`src/rtl/dsp_tree_pkg.sv`:
```
// Shared constants for the DSP operator tree and its drain stage.
// Provides the default tree geometry and a ceiling-log2 helper for pointer sizing.
package dsp_tree_pkg;

   localparam int DSP_TREE_WIDTH   = 8;
   localparam int DSP_TREE_LATENCY = 3;  // mul + add + add
   localparam int DSP_TREE_DEPTH   = 4;

   function automatic int clog2(input int n);
      int r;
      r = 0;
      while ((1 << r) < n) r++;
      return r;
   endfunction

endpackage

```
`src/rtl/dsp_tree_fifo.sv`:
```
// Synchronous FIFO with registered wrap-around pointers and an occupancy count.
// Callers must not push when full or pop when empty.
module dsp_tree_fifo
   import dsp_tree_pkg::*;
#(
   parameter int width = DSP_TREE_WIDTH,
   parameter int depth = DSP_TREE_DEPTH,
   localparam int PW   = clog2(depth)
) (
   input  logic             clock,
   input  logic             reset,
   input  logic             push,
   input  logic             pop,
   input  logic [width-1:0] din,
   output logic [width-1:0] dout,
   output logic             full,
   output logic             empty,
   output logic [PW:0]      count
);

   logic [width-1:0] mem_q [depth];
   logic [PW-1:0]    wr_ptr_q, wr_ptr_d;
   logic [PW-1:0]    rd_ptr_q, rd_ptr_d;
   logic [PW:0]      cnt_q, cnt_d;

   assign full  = (cnt_q == (PW+1)'(depth));
   assign empty = (cnt_q == '0);
   assign count = cnt_q;
   // Storage is never reset, so the head is masked while nothing is held.
   assign dout  = empty ? '0 : mem_q[rd_ptr_q];

   always_comb begin
      wr_ptr_d = wr_ptr_q + PW'(push);
      rd_ptr_d = rd_ptr_q + PW'(pop);
      cnt_d    = cnt_q + (PW+1)'(push) - (PW+1)'(pop);
   end

   always_ff @(posedge clock) begin
      if (!reset) begin
         wr_ptr_q <= '0;
         rd_ptr_q <= '0;
         cnt_q    <= '0;
      end else begin
         wr_ptr_q <= wr_ptr_d;
         rd_ptr_q <= rd_ptr_d;
         cnt_q    <= cnt_d;
      end
   end

   always_ff @(posedge clock) begin
      if (push) mem_q[wr_ptr_q] <= din;
   end

endmodule

```
`src/rtl/dsp_tree_sink.sv`:
```
// Drain stage for the fixed-latency DSP tree: tracks in-flight issues, buffers results, issues credit.
// Optional pop counter `results` is built when DSP_TREE_SINK_STATS_EN is defined.
module dsp_tree_sink
   import dsp_tree_pkg::*;
#(
   parameter int width   = DSP_TREE_WIDTH,
   parameter int latency = DSP_TREE_LATENCY,
   parameter int depth   = DSP_TREE_DEPTH
) (
   input  logic             clock,
   input  logic             reset,
   input  logic             in_valid,
   output logic             in_ready,
   input  logic [width-1:0] y_in,
   output logic             out_valid,
   input  logic             out_ready,
   output logic [width-1:0] out_data,
   output logic             overrun
`ifdef DSP_TREE_SINK_STATS_EN
   ,
   output logic [15:0]      results
`endif
);

   localparam int PW = clog2(depth);
   localparam int CW = clog2(depth + latency + 1);

   logic [latency-1:0] vpipe_q, vpipe_d;
   logic               overrun_q, overrun_d;
   logic               accept, push, pop, full, empty;
   logic [PW:0]        occ;
   logic [CW-1:0]      credit;

   function automatic logic [CW-1:0] popcount(input logic [latency-1:0] v);
      logic [CW-1:0] n;
      n = '0;
      for (int k = 0; k < latency; k++) n = n + CW'(v[k]);
      return n;
   endfunction

   // Credit counts buffered plus in-flight results; a pop frees credit only next cycle.
   assign credit    = CW'(occ) + popcount(vpipe_q);
   assign in_ready  = (credit < CW'(depth));
   assign accept    = in_valid & in_ready;
   assign push      = vpipe_q[latency-1] & ~full;
   assign out_valid = ~empty;
   assign pop       = out_valid & out_ready;
   assign overrun   = overrun_q;

   always_comb begin
      vpipe_d    = vpipe_q << 1;
      vpipe_d[0] = accept;
      overrun_d  = overrun_q | (in_valid & ~in_ready);
   end

   always_ff @(posedge clock) begin
      if (!reset) begin
         vpipe_q   <= '0;
         overrun_q <= 1'b0;
      end else begin
         vpipe_q   <= vpipe_d;
         overrun_q <= overrun_d;
      end
   end

   dsp_tree_fifo #(
      .width (width),
      .depth (depth)
   ) u_fifo (
      .clock (clock),
      .reset (reset),
      .push  (push),
      .pop   (pop),
      .din   (y_in),
      .dout  (out_data),
      .full  (full),
      .empty (empty),
      .count (occ)
   );

`ifdef DSP_TREE_SINK_STATS_EN
   logic [15:0] results_q, results_d;

   assign results_d = results_q + 16'(pop);
   assign results   = results_q;

   always_ff @(posedge clock) begin
      if (!reset) results_q <= '0;
      else        results_q <= results_d;
   end
`endif

endmodule

```
`config.mk`:
```
export PLATFORM = sky130hd
export DESIGN_NAME = dsp_tree_sink
export DESIGN_NICKNAME = d
export VERILOG_FILES = /design/src/rtl/dsp_tree_pkg.sv /design/src/rtl/dsp_tree_fifo.sv /design/src/rtl/dsp_tree_sink.sv
export SDC_FILE = /design/constraint.sdc
export NUM_CORES = 1
export LEC_CHECK = 0
export CAP_MARGIN = 30
export CORE_ASPECT_RATIO = 1.25
export CORE_MARGIN = 2
export CORE_UTILIZATION = 54
export CTS_CLUSTER_DIAMETER = 60
export DETAILED_ROUTE_END_ITERATION = 10
export PLACE_DENSITY = 0.84
export SYNTH_ARGS = -nofsm -noshare
export SYNTH_HDL_FRONTEND = slang
export SYNTH_SLANG_ARGS = --single-unit
```
`constraint.sdc`:
```
create_clock -name clock -period 2.6 [get_ports clock]
set_clock_uncertainty 0.1 [all_clocks]
set_input_delay 0.78 -clock clock [delete_from_list [all_inputs] [get_ports clock]]
set_output_delay 0.78 -clock clock [all_outputs]
set_load 0.01 [all_outputs]
```
== Word level (Yosys, flattened, before mapping) ==
Memories as Yosys holds them, arrays and structs flattened. A register that Yosys moved wholly into a read port is not among the register bits.
Index checks and enable logic that the tools add are counted.

* $add $sub $neg: 7
* $lt $le $gt $ge: 1
* Eq/ne operators: 1
* Mux-type cells: 4
* Bitwise gates (word level): 8
* Reduce and logical (&&, ||, !) cells: 1

{| class="wikitable"
|+ Operators by type and width
! kind !! number
|-
| two-way mux 8 bit || 1
|-
| adder 2 x 1 -> 2 bit || 2
|-
| AND 1 bit || 4
|-
| adder 2 x 1 -> 3 bit || 1
|-
| adder 3 x 1 -> 3 bit || 1
|-
| adder 3 bit || 1
|-
| == test 3 bit (second input constant) || 1
|-
| zero test 3 bit || 1
|-
| less-than comparator 3 bit (second input constant) || 1
|-
| NOT 1 bit || 3
|-
| subtractor 3 x 1 -> 3 bit || 1
|-
| adder 1 x 1 -> 2 bit || 1
|-
| two-way mux 1 bit || 2
|-
| two-way mux 2 bit || 1
|-
| bitwise OR 1 bit || 1
|}

* Register bits after elaboration: 11
* Bits in writable memories: 32
* Bits of input ports: 12
* Output and inout port bits: 11
* Logic and storage cells: 28
* Memories: 1

{| class="wikitable"
|+ Memories
! memory !! depth !! width !! read ports !! clocked after Yosys merged registers in !! wr ports !! RTL line !! RTL
|-
| u_fifo.mem_q || 4 || 8 || 1 || 1 || 1 || dsp_tree_fifo.sv:21 || <nowiki>logic [width-1:0] mem_q [depth];</nowiki>
|}

== Logic depth before layout (Yosys ltp) ==
Gate-level depths: netlist of the first run.

* Word-level depth: 7
* Gate-level depth with buffers: 10
* Mapped depth without buffers: 9

== Modules after synthesis ==
Synthesis of the first run repeated with hierarchy kept, for this count alone.

* Cells, all modules: 109
* Area total of the unflattened synthesis: 1789.2 µm²

{| class="wikitable"
|+ By module, submodules not included
! module !! instances !! cells each !! area each (µm²)
|-
| dsp_tree_fifo || 1 || 85 || 1566.5
|-
| dsp_tree_sink || 1 || 24 || 222.7
|}

== Worst setup path after synthesis of the first run ==
Ideal clock, no wire load.

* Kind: reg-to-output
* Start: register u_fifo.cnt_q[0] (netlist: u_fifo.count[0])
* End: output in_ready
* Arrival: 1574 ps
* Data required time: 1720 ps
* Setup slack: 146 ps
* Stages on the path, launching flop included: 7
* Buffers on the path: 0
* Path through: dfxtp_1 -> inv_1 -> fa_1 -> inv_1 -> ha_1 -> and3b_1 -> o211ai_1

* Longest elaborated chain between the ends: 2

{| class="wikitable"
|+ Ends and longest elaborated chain
! element !! RTL line !! RTL
|-
| start: declaration || dsp_tree_fifo.sv:24 || <nowiki>logic [PW:0] cnt_q, cnt_d;</nowiki>
|-
| start signal: assignment || dsp_tree_fifo.sv:46 || <nowiki>cnt_q <= cnt_d;</nowiki>
|-
| adder 3 bit || dsp_tree_sink.sv:42 || <nowiki>assign credit = CW'(occ) + popcount(vpipe_q);</nowiki>
|-
| less-than comparator 3 bit || dsp_tree_sink.sv:43 || <nowiki>assign in_ready = (credit < CW'(depth));</nowiki>
|-
| end: declaration || dsp_tree_sink.sv:13 || <nowiki>output logic in_ready,</nowiki>
|}

Every way passes these cells.

== Worst setup path in the final report of the first run ==
* Start: register vpipe_q[1]
* End: output in_ready

* Longest elaborated chain between the ends: 4

{| class="wikitable"
|+ Ends and longest elaborated chain
! element !! RTL line !! RTL
|-
| start: declaration || dsp_tree_sink.sv:28 || <nowiki>logic [latency-1:0] vpipe_q, vpipe_d;</nowiki>
|-
| start signal: assignment || dsp_tree_sink.sv:61 || <nowiki>vpipe_q <= vpipe_d;</nowiki>
|-
| adder 1 x 1 -> 2 bit || dsp_tree_sink.sv:37 || <nowiki>for (int k = 0; k < latency; k++) n = n + CW'(v[k]);</nowiki>
|-
| adder 2 x 1 -> 3 bit || dsp_tree_sink.sv:37 ||
|-
| adder 3 bit || dsp_tree_sink.sv:42 ||
|-
| less-than comparator 3 bit || dsp_tree_sink.sv:43 ||
|}

Every way passes these cells.

==> flow_summary_export.csv, run 1 <==
group,metric,value,unit
sta,worst_pin_slew,0.696,ns
synthesis,avgSynthCellArea,16.9,um2
placement,dp_cells,178,
route,routedWlPerCell,17.3,um
layout,final_common_cell,"edfxtp_1",
grt,grt_usage,0.199,
synthesis,synth-warning-count,0,
floorplan,dieHeight,69.8,um
cts,clk_pin_slew,0.08,ns
route,vias_per_cell,5.45,
route,wirelength,3.34,mm
layout,multi_input_area,644,um2
route,remaining_drc_errors,0,
sta,final_max_slew_viol_count,0,
grt,grt_antenna_before_repair,0,
grt,grt_pass1_vias,1184,
sta,period_share,1.05,
placement,gp_congestion,0.781,
synthesis,synth_edf_count,32,
route,drt.antenna.violating_nets,0,
layout,final_cells,193,
synthesis,syn_inst,111,
power_and_ir_drop,vdd_drop_max,0.000647,V
synthesis,synth_area_leaders,"edfxtp_1, dfxtp_1, mux4_2",
layout,regArea,1190,um2
cts,htree_levels,2,
synthesis,syn_nets,128,
layout,diodes,0,
grt,grt_pass1_wl,5.62,mm
sta,period_minus_slack,2.73,ns
synthesis,synth_area_leader_cell,"edfxtp_1",
cts,numClockSinks,43,
cts,cts_made_buffers,5,
floorplan,ioPinCount,23,
cts,cts_tree,"yes",
floorplan,design.die.area,3950,um2
route,firstDrtPassIters,2,
route,routed-wl-met2,1.88,mm
sta,max_freq,366,MHz
floorplan,start_util,0.575,
floorplan,fp.dieW,56.6,um
cts,root_buffer,"clkbuf_8",
critical_path,crit_type,"register to output port",
sta,setup_violations,1,
sta,hold_viol_final,0,
synthesis,synth.top_cell.area_share,0.514,
placement,hpwl,2.30,mm
synthesis,synth.distinct_cells,32,
run_status,violations,"negative setup slack",
synthesis,synthArstFlopShare,0,
layout,drive_gt1_frac,0.423,
critical_path,cp-end-kind,"output port",
run_status,outcome,"finished with violations",
layout,layout_common_cells,"edfxtp_1, buf_4, clkdlybuf4s50_1, mux4_2, nor2b_4",
critical_path,cp.required,1.72,ns
cts,clockBufferDepth,2,
flow_run,drv_cap,0,
synthesis,ys_ff_latch,43,
route,wl_met3,123,um
sta,rsz0062_at_grt,"true",
floorplan,core_area,3250,um2
layout,syn2layout_area_growth,27.5,%
placement,port_buffers,22,
synthesis,synth-seq-area-share,0.631,
critical_path,startpoint_type,"register",
layout,nets,172,
cts,insertion_delay,0.30,ns
critical_path,crit_fanout,2,
sta,maxSlewHeadroom,0.532,
power_and_ir_drop,finalPower,2.28,mW
sta,fin_ws,-0.129,ns
floorplan,num_rows,23,
grt,grt_max_degree,14,
synthesis,synth_flop_cell,"edfxtp_1",
critical_path,worstPathArrival,1.85,ns
grt,grt_overflow,0,
route,wl_met1,1.26,mm
power_and_ir_drop,leakage,0.890,nW
layout,fill_cells,223,
power_and_ir_drop,powerDensity,957,nW/um2
worst_hold_path,hold_path_class,"register to register",
synthesis,synth_area,1870,um2
route,top_layer_used,"met4",
route,first_iter_violations,24,
cts,ctsHoldBuffers,0,
route,routed-via-count,1051,
## state kept, by name (all words and copies together) (netlist names)
name,flops
u_fifo.count,3
u_fifo.mem_q,32
overrun,1
u_fifo.wr_ptr_q,2
u_fifo.rd_ptr_q,2
vpipe_q,3
## path summary, 6_finish.rpt
kind,start,to,slack (ns),depth (start not counted)
setup / recovery,vpipe_q[1],in_ready,-0.13,7
hold / removal,overrun,overrun,0.35,2
setup reg to reg,u_fifo.count[1],u_fifo.count[2],0.44,10
hold reg to reg,overrun,overrun,0.35,2
## final cells by class
type / instances / area share
clock buffer: 6 / 0.0346
multi-input combinational: 54 / 0.270
sequential: 43 / 0.497
timing repair buffer: 42 / 0.159
clock inverter: 2 / 0.00472
tap: 37 / 0.0194
inverter: 9 / 0.0142
## logic make-up after synthesis
| group | Yosys count | synth area share |
|---|---|---|
| adders and majority gates | 5 | 0.0415 |
| and+or+nand+nor | 29 | 0.130 |
| DFF | 43 | 0.631 |
| xor gates and xnor gates | 4 | 0.0187 |
| AOI/OAI and AO/OA | 8 | 0.0408 |
| muxes | 8 | 0.0963 |
| buffers and inverters | 14 | 0.0408 |
## cell usage after synthesis (2+ instances only)
| master | number |
|---|---|
| o31ai_2 | 2 |
| nand2_1 | 2 |
| ha_1 | 3 |
| xnor2_1 | 3 |
| buf_6 | 3 |
| inv_1 | 6 |
| mux4_2 | 8 |
| and2_1 | 7 |
| dfxtp_1 | 11 |
| edfxtp_1 | 32 |
| inv_2 | 3 |
| nor2b_4 | 8 |
| fa_1 | 2 |
| nor3b_1 | 2 |
| and3_1 | 2 |
## worst max-delay path: stages (launching register included)
cell      delay, ns
dfxtp_2        0.34
inv_2          0.04
fa_2           0.37
inv_2          0.08
ha_4           0.20
and3b_1        0.17
o211ai_1       0.19
buf_2          0.16
## timing repair
item	CTS	global route
pin swaps	2	3
resized for setup	30	6
gates cloned	0	0
buffers inserted	7	1
hold endpoints to repair	0	0
endpoints found under the setup margin	10	6
## power by group
group	total [mW]	internal (mW)	switching, mW
clock	0.432	0.212	0.220
sequential	0.829	0.780	0.0492
combinational	1.02	0.607	0.414
## routing by layer
layer | GRT usage | up-vias
li1 | - | 495
met1 | 0.206 | 532
met2 | 0.354 | 19
met3 | 0.0541 | 5
met4 | 0.108 | 0
met5 | 0 | -
## stage by stage
stage	setup slack [ns]	util	area [um2]	hold WS (ns)	TNS [ns]
global placement	-0.252	0.676	2200	0.336	-0.494
global route	-0.203	0.733	2380	0.378	-0.217
finish	-0.129	0.733	2380	0.350	-0.129
detailed placement	-0.304	0.677	2200	0.344	-0.571
CTS	-0.123	0.729	2370	0.359	-0.123
floorplan	0.146	-	1870	0.330	0
Note: power is estimated with default switching activity, not from simulation.
==> run 2, diff against run 1 <==
CTS_CLUSTER_DIAMETER = unset   (was 60)
TNS_END_PERCENT = 20   (was unset)
==> run 2 against run 1 <==
  * Global-route usage decreased by 0.31 points
  * Critical path depth did not move
  * Critical path type unchanged
  * Non-clock buffer count fell by 5
  * The run still ends with negative setup slack left
==> flow_summary_export.csv, run 2 (synthesized netlist as in run 1, its figures left out) <==
group,metric,value,unit
sta,hold_viol_final,0,
critical_path,cp.required,1.72,ns
sta,fin_ws,-0.119,ns
cts,cts_made_buffers,5,
placement,hpwl,2.30,mm
sta,rsz0062_at_grt,"true",
grt,grt_usage,0.196,
route,first_iter_violations,19,
layout,nets,167,
layout,largest_reg_flops,32,
cts,clk_pin_slew,0.08,ns
route,routed-via-count,1023,
power_and_ir_drop,finalPower,2.18,mW
sta,maxSlewHeadroom,0.526,
power_and_ir_drop,vdd_drop_max,0.000617,V
route,remaining_drc_errors,0,
route,drt.antenna.violating_nets,0,
cts,clockBufferDepth,2,
sta,finalSetupTns,-0.119,ns
cts,htree_levels,2,
worst_hold_path,hold_path_class,"register to register",
placement,port_buffers,22,
grt,grt_pass1_vias,1148,
floorplan,dieHeight,69.8,um
critical_path,cp-end-kind,"output port",
route,vias_per_cell,5.44,
sta,max_freq,368,MHz
grt,grt_pass1_wl,5.54,mm
grt,grt_max_degree,14,
run_status,violations,"negative setup slack",
floorplan,design.die.area,3950,um2
layout,layout_common_cells,"edfxtp_1, clkdlybuf4s50_1, buf_4",
flow_run,drv_cap,0,
critical_path,crit_fanout,2,
run_status,outcome,"finished with violations",
floorplan,num_rows,23,
route,firstDrtPassIters,4,
cts,numClockSinks,43,
route,routedWlPerCell,17.5,um
layout,final_common_cell,"edfxtp_1",
placement,gp_congestion,0.781,
sta,worst_pin_slew,0.705,ns
critical_path,crit_type,"register to output port",
cts,cts_tree,"yes",
sta,setup_violations,1,
sta,period_share,1.05,
critical_path,worstPathArrival,1.84,ns
floorplan,core_area,3250,um2
floorplan,ioPinCount,23,
layout,diodes,0,
layout,fill_cells,224,
cts,root_buffer,"clkbuf_8",
power_and_ir_drop,leakage,0.855,nW
layout,syn2layout_area_growth,25.8,%
floorplan,start_util,0.575,
sta,final_max_slew_viol_count,0,
grt,grt_overflow,0,
floorplan,fp.dieW,56.6,um
grt,grt_antenna_before_repair,0,
route,wirelength,3.28,mm
layout,drive_gt1_frac,0.391,
power_and_ir_drop,powerDensity,925,nW/um2
sta,period_minus_slack,2.72,ns
critical_path,startpoint_type,"register",
cts,insertion_delay,0.29,ns
layout,top_register,"u_fifo.mem_q",
[run 2: repair_timing]
item / CTS / global route
pin swaps: 2 / 3
setup endpoints to repair: 10 / 10
setup buffers: 1 / 1
hold buffers: 0 / 0
resized for setup: 22 / 13
cloned: 0 / 0
[run 2: path summary, 6_finish.rpt]
| check | end | start | slack, ns | cells past startpoint |
|---|---|---|---|---|
| setup / recovery | in_ready | vpipe_q[1] | -0.12 | 7 |
| hold / removal | overrun | overrun | 0.35 | 2 |
| setup reg to reg | u_fifo.count[2] | u_fifo.count[0] | 0.51 | 9 |
| hold reg to reg | overrun | overrun | 0.35 | 2 |
[run 2: power breakdown]
part	switching (mW)	total, mW	leakage [nW]	internal [mW]
logic	0.389	0.913	0.430	0.524
clock network	0.218	0.430	0.0449	0.212
registers	0.0505	0.834	0.380	0.783
[run 2: worst max-delay path: stages, from the launching register on]
cell      delay [ns]
dfxtp_2         0.34
inv_2           0.04
fa_2            0.37
inv_2           0.08
ha_4            0.20
and3b_1         0.17
o211ai_1        0.19
buf_2           0.16
[run 2: final cells by class]
| cell class | instances | area [um2] | share of cell area |
|---|---|---|---|
| Inverter | 9 | 33.8 | 0.0144 |
| Clock inverter | 2 | 11.3 | 0.00479 |
| Timing Repair Buffer | 37 | 345 | 0.147 |
| Multi-Input combinational cell | 54 | 644 | 0.274 |
| Sequential cell | 43 | 1190 | 0.505 |
| Clock buffer | 6 | 82.6 | 0.0351 |
| Tap cell | 37 | 46.3 | 0.0197 |
[run 2: per-stage QoR]
step,hold slack (ns),util,worst slack [ns],area [um2],instances
after floorplan,0.330,-,0.146,1870,111
after global placement,0.336,0.676,-0.252,2200,177
after detailed placement,0.344,0.677,-0.304,2200,178
after CTS,0.359,0.714,-0.123,2320,187
after global routing,0.378,0.723,-0.203,2350,188
final,0.350,0.723,-0.119,2350,188
[run 2: per-layer routing]
metal,share of wire,up-vias,GRT usage
met5,0,-,0
met1,0.38,516,0.214
li1,-,484,-
met4,0.019,0,0.101
met3,0.038,4,0.0541
met2,0.56,19,0.340
==> run 3, diff against run 2 <==
GPL_ROUTABILITY_DRIVEN = 0   (was unset)
TNS_END_PERCENT = unset   (was 20)
==> results of run 3 <==
Same layout as run 1: the final DEF is identical, and so are final timing and power.
==> RTL change, RTL diff (settings of run 2) <==
`DSP_TREE_DEPTH`: 4 -> 2.
--- a/src/rtl/dsp_tree_pkg.sv
+++ b/src/rtl/dsp_tree_pkg.sv
@@ -4,7 +4,7 @@
 
    localparam int DSP_TREE_WIDTH   = 8;
    localparam int DSP_TREE_LATENCY = 3;  // mul + add + add
-   localparam int DSP_TREE_DEPTH   = 4;
+   localparam int DSP_TREE_DEPTH   = 2;
 
    function automatic int clog2(input int n);
       int r;
Check against the original RTL: not equivalent (Yosys sat finds a counterexample within 4 cycles, from zero or initial values and one cycle with reset low).
==> RTL change against run 2 <==
The run still ends with setup timing left; area after synthesis down 45%; core utilization up 2.6 points; worst setup slack worse by 0.17 ns; routed wire length down 53%; die area down 43%; power down 43%; cell area down 44%; non-clock buffer count down 11; sequential share of layout area down 0.44 points; sequential cell count down 18; clock power down 62%; critical path type unchanged; highest routed layer unchanged.
==> RTL change: results (changes against run 2) <==
{| class="wikitable"
! Metric !! Value
|-
| Iteration count of the initial detailed-routing pass || 3 (was 4)
|-
| Avg Inst Size Synth || 14.59 sq um (was 16.85 sq um)
|-
| Cell at the slowest stage of the critical path || fa_1 (was fa_2)
|-
| Share of power burned in combinational logic || 45.0% (was 41.9%)
|-
| Headroom to the max-slew limit || 68.54% (was 52.63%)
|-
| Final setup margin || -0.2908 ns (was -0.1188 ns)
|-
| Final setup vio count || 1 (unchanged)
|-
| Via count || 610 (was 1,023)
|-
| Leakage power of the design || 0.5013 nW (was 0.8551 nW)
|-
| Largest stage delay on the critical path || 0.54 ns (was 0.37 ns)
|-
| Post-detail-place hpwl || 1.171 mm (was 2.297 mm)
|-
| Setup slack, reg-to-reg || 0.38 ns (was 0.51 ns)
|-
| Dpl cells || 112 (was 178)
|-
| Outcome || finished with violations (unchanged)
|-
| Layout cell share with drive strength beyond 1 || 15.15% (was 39.07%)
|-
| Net switching share of the total power || 30.46% (was 30.21%)
|-
| Post-detailed-route wirelength per cell || 13.06 microns (was 17.46 microns)
|-
| Number of flip-flops in the largest register || 16 (was 32)
|-
| Count of distinct cell types in the synthesized netlist || 19 (was 32)
|-
| Via count of the first global-routing pass || 599 (was 1,148)
|-
| Worst vdd ir || 0.0006195 V (was 0.0006165 V)
|-
| Clock slew seen by the registers of the worst setup and hold paths || 0.13 ns (was 0.08 ns)
|-
| Post-place instance area || 1275 sq um (was 2202 sq um)
|-
| Total track usage || 15.93% (was 19.58%)
|-
| Violated checks || setup timing (unchanged)
|}
## RTL change: kinds of logic (layout without fill, tap and decap cells)
group | count (synthesis) | after routing | share of synthesized area (%)
DFF | 25 | 25 | 64.71
and+or+nand+nor | 19 | 19 | 9.437
adders and majority gates | 6 | 6 | 8.824
xor gates and xnor gates | 1 | 1 | 2.206
buffers and inverters | 5 | 34 | 1.960
AOI/OAI and AO/OA | 4 | 4 | 3.064
muxes | 10 | 10 | 9.804
## RTL change: routing by layer
layer	GRT usage, %	routed length, microns	part of all wire (%)	vias to the layer above
met1	17.85	647	42	286
met3	2.414	72	4.7	2
met5	0	0	0	-
li1	-	-	-	304
met4	7.813	9	0.58	0
met2	29.04	811	53	18
## RTL change: area by class of cell
type,instances,area (sq um)
Tap cell,19,23.77
Clock buffer,4,26.28
Fill cell,122,441.7
Multi-Input combinational cell,40,350.3
Inverter,4,15.01
Sequential cell,25,663.1
Timing Repair Buffer,26,245.2
